File: config.mk
export PLATFORM = sky130hd
export DESIGN_NAME = uart_tx_arbiter
export DESIGN_NICKNAME = d
export VERILOG_FILES = /design/src/rtl/uart_tx_arbiter.sv
export SDC_FILE = /design/constraint.sdc
export NUM_CORES = 1
export LEC_CHECK = 0
export CORE_MARGIN = 5
export CORE_UTILIZATION = 40
export CTS_CLUSTER_DIAMETER = 150
export DETAILED_ROUTE_END_ITERATION = 6
export PLACE_DENSITY = 0.71
export SLEW_MARGIN = 25
export SYNTH_ARGS = -nofsm -noshare
export SYNTH_HDL_FRONTEND = slang
export SYNTH_SLANG_ARGS = --single-unit
File: constraint.sdc
create_clock -name clk -period 5.4 [get_ports clk]
set_input_delay 1.08 -clock clk [delete_from_list [all_inputs] [get_ports clk]]
set_output_delay 1.08 -clock clk [all_outputs]
set_load 0.02 [all_outputs]
File: src/rtl/uart_tx_arbiter.sv
// -----------------------------------------------------------------------------
// uart_tx_arbiter
//
// Shares one UART byte transmitter among NUM_REQ byte-stream requesters.
// Arbitration is round-robin and packet-at-a-time. A grant lasts until the
// requester's last byte, until MAX_BURST bytes have been sent, or until the
// owner leaves req_valid low for STALL_TIMEOUT clocks. The winner's frame
// configuration is latched at grant time. One byte is issued per completed
// frame.
//
// Ports
//   clk, rst_n          clock, asynchronous active-low reset
//   req_valid[i]        requester i has a byte available
//   req_data[8i+7:8i]   byte offered by requester i
//   req_last[i]         offered byte ends requester i's packet
//   req_odd_parity[i]   requester i wants odd parity
//   req_two_stop[i]     requester i wants two stop bits
//   req_ready[i]        combinational accept strobe (one-hot or zero)
//   tx_busy             transmitter cannot take a byte
//   tx_done             one-cycle pulse at the end of a transmitted frame
//   tx_en               registered one-cycle start pulse to the transmitter
//   tx_data             registered byte to the transmitter
//   tx_odd_parity       latched parity sense of the current/last owner
//   tx_two_stop         latched stop-bit count of the current/last owner
//   grant_valid         a requester currently owns the transmitter
//   grant_id            index of the owning requester
// -----------------------------------------------------------------------------
module uart_tx_arbiter #(
  parameter int NUM_REQ       = 4,
  parameter int MAX_BURST     = 4,
  parameter int STALL_TIMEOUT = 255
) (
  input  logic                       clk,
  input  logic                       rst_n,
  input  logic [NUM_REQ-1:0]         req_valid,
  input  logic [8*NUM_REQ-1:0]       req_data,
  input  logic [NUM_REQ-1:0]         req_last,
  input  logic [NUM_REQ-1:0]         req_odd_parity,
  input  logic [NUM_REQ-1:0]         req_two_stop,
  output logic [NUM_REQ-1:0]         req_ready,
  input  logic                       tx_busy,
  input  logic                       tx_done,
  output logic                       tx_en,
  output logic [7:0]                 tx_data,
  output logic                       tx_odd_parity,
  output logic                       tx_two_stop,
  output logic                       grant_valid,
  output logic [$clog2(NUM_REQ)-1:0] grant_id
);

  localparam int ID_W = $clog2(NUM_REQ);

  // The stall counter is compared one below the timeout so the grant drops
  // exactly STALL_TIMEOUT clocks after the owner is first seen idle in ISSUE.
  localparam logic [9:0] STALL_LIMIT = 10'(STALL_TIMEOUT - 1);
  localparam logic [3:0] BURST_LIMIT = 4'(MAX_BURST);

  typedef enum logic [1:0] {
    S_IDLE,
    S_ISSUE,
    S_WAIT_DONE
  } state_t;

  // Registered state
  state_t          r_state;
  logic [ID_W-1:0] r_rr_ptr;
  logic [ID_W-1:0] r_grant_id;
  logic            r_grant_valid;
  logic [3:0]      r_burst_cnt;
  logic [9:0]      r_stall_cnt;
  logic            r_last;
  logic            r_tx_en;
  logic [7:0]      r_tx_data;
  logic            r_tx_odd;
  logic            r_tx_two;

  // Next-state values
  state_t          w_state_nxt;
  logic [ID_W-1:0] w_rr_ptr_nxt;
  logic [ID_W-1:0] w_grant_id_nxt;
  logic            w_grant_valid_nxt;
  logic [3:0]      w_burst_cnt_nxt;
  logic [9:0]      w_stall_cnt_nxt;
  logic            w_last_nxt;
  logic            w_tx_en_nxt;
  logic [7:0]      w_tx_data_nxt;
  logic            w_tx_odd_nxt;
  logic            w_tx_two_nxt;

  // Helpers
  logic [7:0]         w_req_byte [NUM_REQ];
  logic [ID_W-1:0]    w_winner;
  logic               w_owner_valid;
  logic [NUM_REQ-1:0] w_owner_onehot;

  for (genvar gi = 0; gi < NUM_REQ; gi++) begin : g_unpack
    assign w_req_byte[gi] = req_data[8*gi +: 8];
  end

  assign w_owner_valid  = req_valid[r_grant_id];
  assign w_owner_onehot = NUM_REQ'(1) << r_grant_id;

  // Round-robin pick: scan from rr_ptr+1 upward with wrap. Walking the
  // offsets from farthest to nearest lets the nearest hit overwrite the rest,
  // so the first requester after the pointer wins without a loop exit.
  always_comb begin
    w_winner = r_rr_ptr;
    for (int off = NUM_REQ; off >= 1; off--) begin
      int idx;
      idx = int'(r_rr_ptr) + off;
      if (idx >= NUM_REQ) idx = idx - NUM_REQ;
      if (req_valid[idx[ID_W-1:0]]) w_winner = idx[ID_W-1:0];
    end
  end

  always_comb begin
    // NOTE: every signal written here gets a default first, so no path through
    // the case statement can leave one unassigned and infer a latch.
    w_state_nxt       = r_state;
    w_rr_ptr_nxt      = r_rr_ptr;
    w_grant_id_nxt    = r_grant_id;
    w_grant_valid_nxt = r_grant_valid;
    w_burst_cnt_nxt   = r_burst_cnt;
    w_stall_cnt_nxt   = r_stall_cnt;
    w_last_nxt        = r_last;
    w_tx_en_nxt       = 1'b0;
    w_tx_data_nxt     = r_tx_data;
    w_tx_odd_nxt      = r_tx_odd;
    w_tx_two_nxt      = r_tx_two;
    req_ready         = '0;

    case (r_state)
      S_IDLE: begin
        if (|req_valid) begin
          w_grant_id_nxt    = w_winner;
          w_grant_valid_nxt = 1'b1;
          w_tx_odd_nxt      = req_odd_parity[w_winner];
          w_tx_two_nxt      = req_two_stop[w_winner];
          w_burst_cnt_nxt   = '0;
          w_stall_cnt_nxt   = '0;
          w_state_nxt       = S_ISSUE;
        end
      end

      S_ISSUE: begin
        if (w_owner_valid) begin
          // A busy transmitter holds the grant without counting as a stall.
          if (!tx_busy) begin
            req_ready       = w_owner_onehot;
            w_tx_en_nxt     = 1'b1;
            w_tx_data_nxt   = w_req_byte[r_grant_id];
            w_burst_cnt_nxt = r_burst_cnt + 4'd1;
            w_last_nxt      = req_last[r_grant_id];
            w_stall_cnt_nxt = '0;
            w_state_nxt     = S_WAIT_DONE;
          end
        end else if (r_stall_cnt == STALL_LIMIT) begin
          w_rr_ptr_nxt      = r_grant_id;
          w_grant_valid_nxt = 1'b0;
          w_stall_cnt_nxt   = '0;
          w_state_nxt       = S_IDLE;
        end else begin
          w_stall_cnt_nxt = r_stall_cnt + 10'd1;
        end
      end

      S_WAIT_DONE: begin
        if (tx_done) begin
          if (r_last || (r_burst_cnt == BURST_LIMIT)) begin
            w_rr_ptr_nxt      = r_grant_id;
            w_grant_valid_nxt = 1'b0;
            w_state_nxt       = S_IDLE;
          end else begin
            w_state_nxt = S_ISSUE;
          end
        end
      end

      default: w_state_nxt = S_IDLE;
    endcase
  end

  always_ff @(posedge clk or negedge rst_n) begin
    if (!rst_n) begin
      r_state       <= S_IDLE;
      r_rr_ptr      <= ID_W'(NUM_REQ - 1);
      r_grant_id    <= '0;
      r_grant_valid <= 1'b0;
      r_burst_cnt   <= '0;
      r_stall_cnt   <= '0;
      r_last        <= 1'b0;
      r_tx_en       <= 1'b0;
      r_tx_data     <= '0;
      r_tx_odd      <= 1'b0;
      r_tx_two      <= 1'b0;
    end else begin
      // NOTE: non-blocking assignments make every register sample the
      // pre-edge values, independent of statement order.
      r_state       <= w_state_nxt;
      r_rr_ptr      <= w_rr_ptr_nxt;
      r_grant_id    <= w_grant_id_nxt;
      r_grant_valid <= w_grant_valid_nxt;
      r_burst_cnt   <= w_burst_cnt_nxt;
      r_stall_cnt   <= w_stall_cnt_nxt;
      r_last        <= w_last_nxt;
      r_tx_en       <= w_tx_en_nxt;
      r_tx_data     <= w_tx_data_nxt;
      r_tx_odd      <= w_tx_odd_nxt;
      r_tx_two      <= w_tx_two_nxt;
    end
  end

  assign tx_en         = r_tx_en;
  assign tx_data       = r_tx_data;
  assign tx_odd_parity = r_tx_odd;
  assign tx_two_stop   = r_tx_two;
  assign grant_valid   = r_grant_valid;
  assign grant_id      = r_grant_id;

endmodule

==> results of run 1 <==
[critical path, stage by stage]
cell             delay, ns
clkdlybuf4s50_1       0.53
mux4_2                0.55
and2_1                0.24
nand2_1               0.29
inv_1                 0.29
and3_1                0.26
clkdlybuf4s50_1       0.53
[power groups by stage]
stage / clock, uW / sequential, uW / combinational [uW]
detailed placement: 0 / 399 / 747
global route: 222 / 407 / 824
floorplan: 0 / 446 / 454
global placement: 0 / 398 / 739
CTS: 210 / 395 / 750
finish: 205 / 395 / 741
[worst max path at each step]
stage                     cells after the start           end         start
after global placement                        7  req_ready[3]  req_valid[3]
after CTS                                     7  req_ready[3]  req_valid[3]
after floorplan                               6  req_ready[0]  req_valid[1]
after detailed placement                      7  req_ready[3]  req_valid[3]
final                                         7  req_ready[3]  req_valid[3]
after global routing                          7  req_ready[3]  req_valid[3]
[state kept, by name (all words and copies together) (netlist names)]
name           cells
r_state            2
r_rr_ptr           2
tx_odd_parity      1
r_burst_cnt        4
r_last             1
tx_en              1
tx_two_stop        1
r_stall_cnt       10
grant_id           2
tx_data            8
grant_valid        1
[metal layers]
layer / part of all wire / routed length, um / track usage
met3: 0.057 / 300 / 0.0366
met2: 0.48 / 2520 / 0.256
met1: 0.45 / 2380 / 0.208
met5: 0 / 0 / 0
met4: 0.019 / 99 / 0.0599
[layout by cell type, fill, tap and decap left out, drive strengths merged, types with 7 or more instances in the layout]
| cell type | n |
|---|---|
| clkdlybuf4s50 | 69 |
| nand2 | 45 |
| dfrtp | 31 |
| nor2 | 16 |
| inv | 15 |
| mux4 | 10 |
| ha | 8 |
| nand3 | 7 |
| mux2i | 7 |
| clkbuf | 7 |
[per-stage QoR]
step	cells	util	area (um^2)
5_1_grt	365	0.582	3010
3_5_place_dp	357	0.562	2910
3_3_place_gp	357	0.562	2910
4_1_cts	365	0.582	3010
6_report	365	0.582	3010
2_1_floorplan	226	-	2160
[logic make-up (layout without fill, tap and decap cells)]
group,count (synthesis),after routing
buffers and inverters,26,95
DFF,33,33
adders and majority gates,8,8
muxes,19,19
AOI/OAI and AO/OA,32,32
and+or+nand+nor,100,100
xor gates and xnor gates,8,8
[area by class of cell]
class,count,share of cell area
clock buffers,7,0.0320
well taps,70,0.0291
flip-flops and latches,33,0.275
inverters,15,0.0187
multi-input cells,167,0.406
clock inverters,1,0.00166
repair buffers,72,0.237
==> reports/qor.yml, run 1 <==
status: "complete, no violations"
synth-adder-area-share: 0.0464
yosys.cell_types.count: 47
switching_power_uw: 540
die_area_um2: 6960
synth_warnings: 0
max_slew_margin: 0.448
netlist_top_cells_area: "dfrtp_1 36%, nand2_1 7.8%, mux4_1 6.1%, mux4_2 5.2%, ha_1 4.6%"
irDropWorstVdd_mv: 0.230
post_cts_buffers: 0
pwr-share-comb: 0.552
dp_worst_setup_slack_ns: 0.536
grt_antenna_before_repair: 0
rr_endpoint: "r_stall_cnt[2]$_DFFE_PN0P_"
layout_setup_ws_ns: 0.554
hold_start: "tx_data[6]$_DFFE_PN0P_"
area_delta_synth_final_pct: 39.6
dr_total_vias: 1912
grt_start_max_net_pins: 34
die_h_um: 83.4
synth_seq_cells: 33
cp.arrival_ns: 3.77
ctsRootBufferMaster: "clkbuf_8"
cts_sinks: 33
setup_viol: 0
reg2reg_depth: 7
rrSetupSlack_ns: 2.92
drc: 0
firstDrtPassIters: 4
cap_violations: 0
clkPwrFrac: 0.153
io_buffers: 69
coreArea_um2: 5170
grt_pass1_wl_mm: 9.09
ys_seq_area_frac: 0.384
synth-simple-area-share: 0.222
regArea_um2: 828
wirelength_mm: 5.30
die_x_um: 83.4
synth_top_area_share: 0.360
std_cell_rows: 26
final-hold-violation-count: 0
ctsHoldBuffers: 0
drt_iter0_markers: 66
slew_violations: 0
critPathRequiredTime_ns: 4.32
synth_top_family_by_area: "simple AND/OR/NAND/NOR gates"
tightest_slew_ns: 0.807
async_flop_share: 1.00
syn-num-nets: 286
nets: 354
cp-start-kind: "input port"
drive_above_1_share: 0.0915
fmax_mhz: 206
fin_hold_ws_ns: 0.480
multiInputGateArea_um2: 1220
synthXorXnorAreaFrac: 0.0325
syn_area_um2: 2160
cts_resized: 0
overflow: 0
io_pins: 70
powerDensity_nw_per_um2: 446
yosysTopAreaCell: "dfrtp_1"
setup_tns_ns: 0
start_util: 0.417
internal_power_uw: 801
cts_tree: "built"
cts_max_path_buffers: 2
n_fill_cell: 449
cts_made_buffers: 5
finalCritPeriodShare: 0.897
synth-edff-count: 0
grt_usage: 0.159
routedWlPerCell_um: 14.5
post_synth.cell_area_avg_um2: 9.54
critPathCaptureType: "output pin"
hpwl_mm: 4.07
synth_compound_area_frac: 0.106
period_minus_slack_ns: 4.85
grt_pass1_vias: 1884
hold_path_depth: 2
htreeDepth: 2
critPathMaxFanout: 14
clk_pin_slew_ns: 0.07
drtAntennaViolNets: 0
finClkSkew_ns: 0.00401
yosys-mux-area-fraction: 0.160
holdPathEnd: "tx_data[6]$_DFFE_PN0P_"
post-synth-top-count-cell: "nand2_1"
netlist_instances: 226
p_leak_uw: 0.00134
synthFlopType: "dfrtp_1"
clk_latency_ns: 0.28
post_drt_via_cell_ratio: 5.24
worstReg2RegStart: "r_state[1]$_DFFE_PN0P_"
rsz0062_at_grt: "no"
worst-setup-path-type: "in2out"
p_seq_frac: 0.295
hold_path_class: "reg2reg"
p_total_uw: 1340
diodes: 0
globalplace.congestion: 0.863
switching_share: 0.403
synth_common_cells: "45 x nand2_1, 31 x dfrtp_1, 16 x nor2_1, 15 x inv_1"
(Power assumes the default switching activity.)
==> inputs of run 2 (changes only) <==
--- a/config.mk
+++ b/config.mk
@@ -8,6 +8,6 @@
 export CORE_MARGIN = 5
-export CORE_UTILIZATION = 40
+export CORE_UTILIZATION = 50
 export CTS_CLUSTER_DIAMETER = 150
 export DETAILED_ROUTE_END_ITERATION = 6
-export PLACE_DENSITY = 0.71
+export PLACE_DENSITY = 0.86
 export SLEW_MARGIN = 25
==> constraint.sdc (replaced) <==
create_clock -name clk -period 5.4 [get_ports clk]
set_input_delay 0.54 -clock clk [delete_from_list [all_inputs] [get_ports clk]]
set_output_delay 0.54 -clock clk [all_outputs]
set_load 0.02 [all_outputs]
==> run 2 against run 1 <==
  * Clock power decreased by 9%
  * Critical path depth did not move
  * Routed wire length down 1.3%
  * Largest cell class unchanged
  * Clock-buffer cell count did not move
  * Sequential power increased by 5.3%
  * Hold slack lost 0.0046 ns
  * Global-route usage rose by 3.7 points
  * Via count increased by 2.5%
  * Setup slack better by 1.1 ns
  * Cell area down 1.6%
  * Sequential share of layout area increased by 0.44 points
  * Non-clock buffer count decreased by 1
==> reports/qor.yml, run 2 (synthesized netlist as in run 1, its figures left out) <==
die_area_um2: 5730  # -18%
hpwl_mm: 3.86  # -5.2%
die_x_um: 75.7  # -9.3%
rsz0062_at_grt: "no"
max_slew_margin: 0.434  # -0.0139
multiInputGateArea_um2: 1220  # unchanged
dp_worst_setup_slack_ns: 1.66  # +1.13 ns
finClkSkew_ns: 0.00410  # +0.0000934 ns
cts_max_path_buffers: 2  # unchanged
irDropWorstVdd_mv: 0.367  # +60%
final_common_cell: "clkdlybuf4s50_1"
drtAntennaViolNets: 0  # unchanged
final-hold-violation-count: 0  # unchanged
grt_start_max_net_pins: 34  # unchanged
post_cts_buffers: 0  # unchanged
diodes: 0  # unchanged
tightest_slew_ns: 0.849  # +0.0418 ns
critPathMaxFanout: 14  # unchanged
overflow: 0  # unchanged
worst-setup-path-type: "in2out"
period_minus_slack_ns: 3.75  # -1.10 ns
ctsHoldBuffers: 0  # unchanged
grt_pass1_vias: 1958  # +3.9%
reg2reg_depth: 4  # -3
fmax_mhz: 267  # +29%
slew_violations: 0  # unchanged
critPathRequiredTime_ns: 4.86  # +0.54 ns
p_leak_uw: 0.00133  # -1.1%
cp-start-kind: "input port"
grt_antenna_before_repair: 0  # unchanged
area_delta_synth_final_pct: 37.4
grt_pass1_wl_mm: 8.59  # -5.5%
clk_latency_ns: 0.28  # about the same
start_util: 0.528  # +0.111
io_buffers: 69  # unchanged
grt_usage: 0.196  # +0.0373
clk_pin_slew_ns: 0.06  # about the same
layout_setup_ws_ns: 1.65  # +1.10 ns
cap_violations: 0  # unchanged
cts_made_buffers: 5  # unchanged
cp.arrival_ns: 3.21  # -0.56 ns
n_fill_cell: 312  # -31%
post_drt_via_cell_ratio: 5.71  # +9.1%
cts_tree: "built"
io_pins: 70  # unchanged
drc: 0  # unchanged
regArea_um2: 828  # unchanged
coreArea_um2: 4090  # -21%
cts_sinks: 33  # unchanged
drt_iter0_markers: 174  # +160%
ctsRootBufferMaster: "clkbuf_8"
wirelength_mm: 5.23  # -1.3%
htreeDepth: 2  # unchanged
powerDensity_nw_per_um2: 447  # +0.36%
status: "complete, no violations"
layout_common_cells: "69 x clkdlybuf4s50_1, 45 x nand2_1, 31 x dfrtp_1"
die_h_um: 75.7  # -9.3%
drive_above_1_share: 0.0819  # -0.00961
setup_tns_ns: 0  # unchanged
std_cell_rows: 23  # -12%
finalCritPeriodShare: 0.694  # -0.204
largest_reg_flops: 10  # unchanged
nets: 353  # -0.28%
routedWlPerCell_um: 15.3  # +5.1%
top_register: "r_stall_cnt"
cts_resized: 0  # unchanged
critPathCaptureType: "output pin"
firstDrtPassIters: 4  # unchanged
dr_total_vias: 1960  # +2.5%
globalplace.congestion: 0.840  # -2.6%
hold_path_class: "reg2reg"
setup_viol: 0  # unchanged
hold_path_depth: 2  # unchanged
==> run 2: per-stage QoR <==
stage	std cells	power [uW]	instance area, um^2	hold WS, ns	util
2_1_floorplan	226	900	2160	0.244	-
3_3_place_gp	336	1120	2880	0.458	0.704
3_5_place_dp	336	1130	2880	0.465	0.704
4_1_cts	343	1330	2960	0.480	0.725
5_1_grt	343	1420	2960	0.498	0.725
6_report	343	1320	2960	0.475	0.725
==> run 2: worst paths after layout <==
path	endpoint	from	slack, ns
worst max-delay path	req_ready[3]	req_valid[3]	1.65
worst min-delay path	tx_data[3]$_DFFE_PN0P_	tx_data[3]$_DFFE_PN0P_	0.48
worst max register to register	r_stall_cnt[2]$_DFFE_PN0P_	grant_id[1]$_DFFE_PN0P_	2.80
worst min register to register	tx_data[3]$_DFFE_PN0P_	tx_data[3]$_DFFE_PN0P_	0.48
max in group asynchronous	r_rr_ptr[1]$_DFFE_PN1P_	rst_n	4.42
min in group asynchronous	r_burst_cnt[3]$_DFFE_PN0P_	rst_n	0.66
==> run 2: where the power goes <==
group	switching [uW]	internal, uW	total, uW
registers	82.9	333	416
clock network	85.6	101	187
logic	373	350	722
total	541	783	1320
==> run 2: final cells by class <==
type / instances / area share
clock buffers: 7 / 0.0292
inverters: 15 / 0.0190
flip-flops and latches: 33 / 0.280
multi-input cells: 167 / 0.413
well taps: 50 / 0.0211
repair buffers: 71 / 0.238
==> run 2: layer usage <==
metal,vias up,global-route usage,wire [um]
met4,0,0.0757,44
met2,67,0.333,2630
li1,933,-,-
met5,-,0,0
met1,954,0.234,2160
met3,6,0.0594,399
==> run 2: worst max-delay path, stage by stage <==
cell             delay, ns
clkdlybuf4s50_1       0.52
mux4_2                0.55
and2_1                0.25
nand2_1               0.29
inv_1                 0.27
and3_1                0.25
clkdlybuf4s50_1       0.53
